==> src/rtl/multicycle_main_control.sv <==
// rtl/multicycle_main_control.sv - multicycle MIPS-32 main control FSM
// Optional addi support is compiled in when MC_ADDI_EN is defined.
module multicycle_main_control #(
  parameter logic [5:0] OPC_RTYPE = 6'b000000,
  parameter logic [5:0] OPC_LW    = 6'b100011,
  parameter logic [5:0] OPC_SW    = 6'b101011,
  parameter logic [5:0] OPC_BEQ   = 6'b000100,
  parameter logic [5:0] OPC_J     = 6'b000010,
  parameter logic [5:0] OPC_ADDI  = 6'b001000
) (
  input  logic       clock,
  input  logic       reset_n,
  input  logic [5:0] Opcode,
  input  logic       Zero,
  input  logic       mem_ready,
  output logic       PCEn,
  output logic       PCWrite,
  output logic       PCWriteCond,
  output logic       IorD,
  output logic       MemRead,
  output logic       MemWrite,
  output logic       IRWrite,
  output logic       MemtoReg,
  output logic       RegDst,
  output logic       RegWrite,
  output logic       ALUSrcA,
  output logic [1:0] ALUSrcB,
  output logic [1:0] ALUOp,
  output logic [1:0] PCSource,
  output logic [3:0] state,
  output logic       illegal_op
);

  typedef enum logic [3:0] {
    S_FETCH  = 4'd0,
    S_DECODE = 4'd1,
    S_MEMADR = 4'd2,
    S_MEMRD  = 4'd3,
    S_MEMWB  = 4'd4,
    S_MEMWR  = 4'd5,
    S_EXEC   = 4'd6,
    S_ALUWB  = 4'd7,
    S_BRANCH = 4'd8,
    S_JUMP   = 4'd9,
    S_ADDIEX = 4'd10,
    S_ADDIWB = 4'd11
  } state_t;

  state_t state_q, state_d;
  // The lw/sw choice is captured in DECODE so later Opcode changes cannot redirect MEMADR.
  logic   is_load_q, is_load_d;

  logic       pc_write, pc_write_cond, iord, mem_read, mem_write, ir_write;
  logic       mem_to_reg, reg_dst, reg_write, alu_src_a, illegal_raw;
  logic [1:0] alu_src_b, alu_op, pc_source;

  always_ff @(posedge clock or negedge reset_n) begin
    if (!reset_n) begin
      state_q   <= S_FETCH;
      is_load_q <= 1'b0;
    end else begin
      state_q   <= state_d;
      is_load_q <= is_load_d;
    end
  end

  always_comb begin
    state_d       = S_FETCH;
    is_load_d     = is_load_q;
    pc_write      = 1'b0;
    pc_write_cond = 1'b0;
    iord          = 1'b0;
    mem_read      = 1'b0;
    mem_write     = 1'b0;
    ir_write      = 1'b0;
    mem_to_reg    = 1'b0;
    reg_dst       = 1'b0;
    reg_write     = 1'b0;
    alu_src_a     = 1'b0;
    alu_src_b     = 2'b00;
    alu_op        = 2'b00;
    pc_source     = 2'b00;
    illegal_raw   = 1'b0;

    case (state_q)
      S_FETCH: begin
        mem_read  = 1'b1;
        alu_src_b = 2'b01;
        ir_write  = mem_ready;
        pc_write  = mem_ready;
        state_d   = mem_ready ? S_DECODE : S_FETCH;
      end
      S_DECODE: begin
        alu_src_b = 2'b11;
        is_load_d = (Opcode == OPC_LW);
        if (Opcode == OPC_LW || Opcode == OPC_SW) begin
          state_d = S_MEMADR;
        end else if (Opcode == OPC_RTYPE) begin
          state_d = S_EXEC;
        end else if (Opcode == OPC_BEQ) begin
          state_d = S_BRANCH;
        end else if (Opcode == OPC_J) begin
          state_d = S_JUMP;
`ifdef MC_ADDI_EN
        end else if (Opcode == OPC_ADDI) begin
          state_d = S_ADDIEX;
`else
        end else if (Opcode == OPC_ADDI) begin
          state_d     = S_FETCH;
          illegal_raw = 1'b1;
`endif
        end else begin
          state_d     = S_FETCH;
          illegal_raw = 1'b1;
        end
      end
      S_MEMADR: begin
        alu_src_a = 1'b1;
        alu_src_b = 2'b10;
        state_d   = is_load_q ? S_MEMRD : S_MEMWR;
      end
      S_MEMRD: begin
        mem_read = 1'b1;
        iord     = 1'b1;
        state_d  = mem_ready ? S_MEMWB : S_MEMRD;
      end
      S_MEMWB: begin
        reg_write  = 1'b1;
        mem_to_reg = 1'b1;
      end
      S_MEMWR: begin
        mem_write = 1'b1;
        iord      = 1'b1;
        state_d   = mem_ready ? S_FETCH : S_MEMWR;
      end
      S_EXEC: begin
        alu_src_a = 1'b1;
        alu_op    = 2'b10;
        state_d   = S_ALUWB;
      end
      S_ALUWB: begin
        reg_write = 1'b1;
        reg_dst   = 1'b1;
      end
      S_BRANCH: begin
        alu_src_a     = 1'b1;
        alu_op        = 2'b01;
        pc_write_cond = 1'b1;
        pc_source     = 2'b01;
      end
      S_JUMP: begin
        pc_write  = 1'b1;
        pc_source = 2'b10;
      end
`ifdef MC_ADDI_EN
      S_ADDIEX: begin
        alu_src_a = 1'b1;
        alu_src_b = 2'b10;
        state_d   = S_ADDIWB;
      end
      S_ADDIWB: begin
        reg_write = 1'b1;
      end
`endif
      default: begin
        state_d = S_FETCH;
      end
    endcase
  end

  // Gating with reset_n keeps every enable low while reset is held, even though state_q is FETCH.
  assign PCWrite     = reset_n & pc_write;
  assign PCWriteCond = reset_n & pc_write_cond;
  assign PCEn        = reset_n & (pc_write | (pc_write_cond & Zero));
  assign IorD        = reset_n & iord;
  assign MemRead     = reset_n & mem_read;
  assign MemWrite    = reset_n & mem_write;
  assign IRWrite     = reset_n & ir_write;
  assign MemtoReg    = reset_n & mem_to_reg;
  assign RegDst      = reset_n & reg_dst;
  assign RegWrite    = reset_n & reg_write;
  assign ALUSrcA     = reset_n & alu_src_a;
  assign ALUSrcB     = reset_n ? alu_src_b : 2'b00;
  assign ALUOp       = reset_n ? alu_op : 2'b00;
  assign PCSource    = reset_n ? pc_source : 2'b00;
  assign state       = reset_n ? state_q : 4'd0;
  assign illegal_op  = reset_n & illegal_raw;

endmodule

==> config.mk <==
export PLATFORM = sky130hd
export DESIGN_NAME = multicycle_main_control
export DESIGN_NICKNAME = d
export VERILOG_FILES = /design/src/rtl/multicycle_main_control.sv
export SDC_FILE = /design/constraint.sdc
export NUM_CORES = 1
export LEC_CHECK = 0
export BUFFER_PORTS_ARGS = -buffer_cell sky130_fd_sc_hd__buf_2
export CAP_MARGIN = 20
export CORE_MARGIN = 8
export CORE_UTILIZATION = 40
export CTS_BUF_LIST = sky130_fd_sc_hd__clkbuf_8
export CTS_CLUSTER_DIAMETER = 30
export DETAILED_ROUTE_END_ITERATION = 7
export GPL_TIMING_DRIVEN = 0
export PLACE_DENSITY = 0.75
export REMOVE_ABC_BUFFERS = 1
export SLEW_MARGIN = 40
export SYNTH_ARGS = -nofsm -noshare
export SYNTH_HDL_FRONTEND = slang
export SYNTH_SLANG_ARGS = --single-unit
==> constraint.sdc <==
create_clock -name clock -period 2.3 [get_ports clock]
set_input_delay 0.115 -clock clock [delete_from_list [all_inputs] [get_ports clock]]
set_output_delay 0.115 -clock clock [all_outputs]
set_load 0.03 [all_outputs]
==> results by group <==
Run
  – Max-cap violations: 0

Outcome
  – Status: complete, no violations

Global routing
  – First-pass GRT wire length: 2570 um
  – Vias in the first global route: slightly below 600
  – GRT overflow: 0
  – Largest net degree at the start of global routing: 22
  – Initial antenna violation count: 0
  – GRT Total Usage: 11.7%

Clock network
  – Post-CTS sizing: 0
  – Post-CTS setup buffer count: 0
  – # clock sinks: 5
  – CTS tree: built
  – Max Buffers Root-to-Sink: 2
  – H-tree levels: 1
  – CTS buffer count: 3
  – Worst skew pair latency: 0.22 ns
  – Clock-pin slew on the worst setup and hold paths: 0.03 ns
  – CTS root buf: clkbuf_8

Synthesis
  – FF+latch count, synth: 5
  – Post-synth top area share: 22.0%
  – Mux share of post-synthesis cell area: under 10%
  – Top cells by count, synth: nor2_1, clkbuf_1, dfrtp_1
  – Largest family of logic cells by synthesized area: simple AND/OR/NAND/NOR gates
  – Adder-cell share of the synthesized area: 0%
  – EDFF count, synth: 0
  – Yosys cell types: 37
  – Count leader, synth: nor2_1
  – Post-synthesis async set-or-reset flop share: 100%
  – Avg Inst Size Synth: roughly 8 um2
  – Register area share after synthesis: between 20% and 30%
  – Synth top area cells: dfrtp_1, nor2_1, nor4b_1
  – Post-synthesis xor/xnor area fraction: under 10%
  – Cells after synthesis: approximately 70
  – Top_reg_cell synth: dfrtp_1
  – Post-synthesis compound-gate area fraction: 19.1%
  – Synth Warn #: 0
  – Yosys top cell by area: dfrtp_1
  – Cell area after synthesis: 569 um2
  – Simple-Gate Fraction of Synth Area: between 40% and 50%

Routing
  – Via/cell ratio: roughly 5.5
  – Residual DRC: 0
  – Detail Route Antenna Nets: 0
  – Routed wire length: about 1600 um
  – Drt pass-1 iters: 4
  – DR vias: 630
  – Drt wl/cell: 14.1 um
  – Iteration-0 DRC Markers: 6

Floorplanning
  – Die Height: around 54 um
  – Core area: ~1300 um2
  – Starting Density: 43.2%
  – Die ar.: a little under 3000 um2
  – Ports: 32
  – Die Wd: roughly 54 um
  – FP Rows: 13

Worst setup path
  – Crit-path slowest cell: dfrtp_1
  – Critical Path AT: about 2.0 ns
  – Max incr delay on CP: roughly 0.6 ns
  – Crit Path Max Fanout: 21
  – Critical path startpoint category: register
  – CP Data Required Time: between 2 and 2.5 ns
  – Setup crit end kind: primary output
  – CP Cell Sequence: or3b_1, a2111oi_1, a21o_1, buf_2
  – Crit Path Category: reg -> out

Finish
  – Layout overhead on the synthesized area: 34.9%
  – Multi-input gate area: between 400 and 500 um2
  – Nets: 111
  – Number of diodes: 0
  – Share of layout cells above drive strength 1: about 38%
  – Cell area after layout: between 700 and 800 um2
  – Layout filler cell count: between 100 and 150
  – Storage cell area: between 100 and 150 um2

Min path
  – Hold crit path type: in -> reg

Timing
  – Fin. Hold Viols: 0
  – Tcrit/Tclk final: 92.4%
  – Max Slew Vio Count: 0
  – Min cycle time layout: approximately 2.1 ns
  – Worst Clk Skew: ~0.0068 ns
  – Setup ws final: ~0.17 ns
  – F_max: approximately 470 MHz
  – Worst-margin pin slew: between 0.6 and 0.7 ns
  – Rel. slew slack: 59.4%
  – Fin Hold WS: around 0.11 ns
  – RSZ-0062 raised after global routing: no
  – Final setup viols: 0

Power
  – Power Dens Cells: roughly 550 nW/um2
  – P_leak: 0.407 nW
  – VDD IR max: about 0.48 mV

Place
  – Pre-CTS setup slack: between 0.3 and 0.4 ns
  – Post-placement cell area: about 710 um2
  – Post-detail-place hpwl: 1180 um
  – IO buf count: 31
  – Routability cong.: approximately 0.76
## area by class of cell
type	count	area share, %
clock buffers	3	5.37
clock inverters	1	0.489
repair buffers	32	21.5
flip-flops and latches	5	16.3
multi-input cells	58	53.4
well taps	15	2.44
inverters	1	0.489
## cells by family (layout without fill, tap and decap cells)
kind of cell	after synthesis	after routing
AO/OA/AOI/OAI	13	13
XOR/XNOR	4	4
buffers and inverters	8	37
flip-flops	5	5
multiplexers	1	1
AND/OR/NAND/NOR	40	40
## state kept, by name, indices dropped and copies added, names as in the netlist
| signal | flops |
|---|---|
| state_q | 4 |
| is_load_q | 1 |
## critical path: cells and delay by family (launching register included)
family / cells / cell delay, ns
AOI/OAI and AO/OA: 2 / 0.57
and+or+nand+nor: 1 / 0.44
DFF: 1 / 0.59
buffers and inverters: 1 / 0.19
## repair_timing
action / in CTS / in global routing
hold endpoints to repair: 5 / 0
hold buffers: 1 / 0
setup endpoints to repair: 0 / 0
## cell usage in the layout, fill, tap and decap left out, types with 2 or more instances in the layout
cell type / netlist / routed
buf_2: 0 / 31
nor2_1: 7 / 7
dfrtp_1: 5 / 5
nor3_1: 4 / 4
and2_1: 4 / 4
nand2_1: 4 / 4
nor3b_1: 3 / 3
nor4b_1: 3 / 3
clkbuf_8: 0 / 3
or3_1: 2 / 2
and4b_1: 2 / 2
nor4_1: 2 / 2
xnor2_1: 2 / 2
a21oi_1: 2 / 2
inv_1: 1 / 2
o21a_1: 2 / 2
xor2_1: 2 / 2
## where the power goes
group          switching, mW  total [mW]  internal (mW)
Clock                 0.0449       0.159          0.115
Sequential            0.0254       0.119         0.0936
Combinational         0.0854       0.141         0.0552
## per-layer routing
layer  routed length, um  share of wire (%)  GRT usage (%)
met5                   0                  0              0
met4                  16               0.99           6.30
met3                 260                 16           4.96
met2                 604                 37           16.6
met1                 737                 46           14.6
## stage by stage
step	utilization [%]	total power [mW]	instances	setup TNS (ns)
2_1_floorplan	-	0.211	64	-2.55
3_3_place_gp	54.1	0.255	110	0
3_5_place_dp	54.1	0.258	110	0
4_1_cts	58.3	0.423	115	0
5_1_grt	58.3	0.447	115	0
6_report	58.3	0.419	115	0
## final timing paths
check	start	to	slack [ns]	cells after the start
min in group asynchronous	reset_n	state_q[1]$_DFF_PN0_	0.26	2
max in group asynchronous	reset_n	state_q[0]$_DFF_PN0_	1.87	2
hold reg to reg	is_load_q$_DFFE_PN0P_	is_load_q$_DFFE_PN0P_	0.52	2
hold / removal	Opcode[4]	state_q[3]$_DFF_PN0_	0.11	2
setup reg to reg	state_q[0]$_DFF_PN0_	state_q[2]$_DFF_PN0_	0.30	3
setup / recovery	state_q[0]$_DFF_PN0_	PCEn	0.17	4
Note: power is estimated with default switching activity, not from simulation.
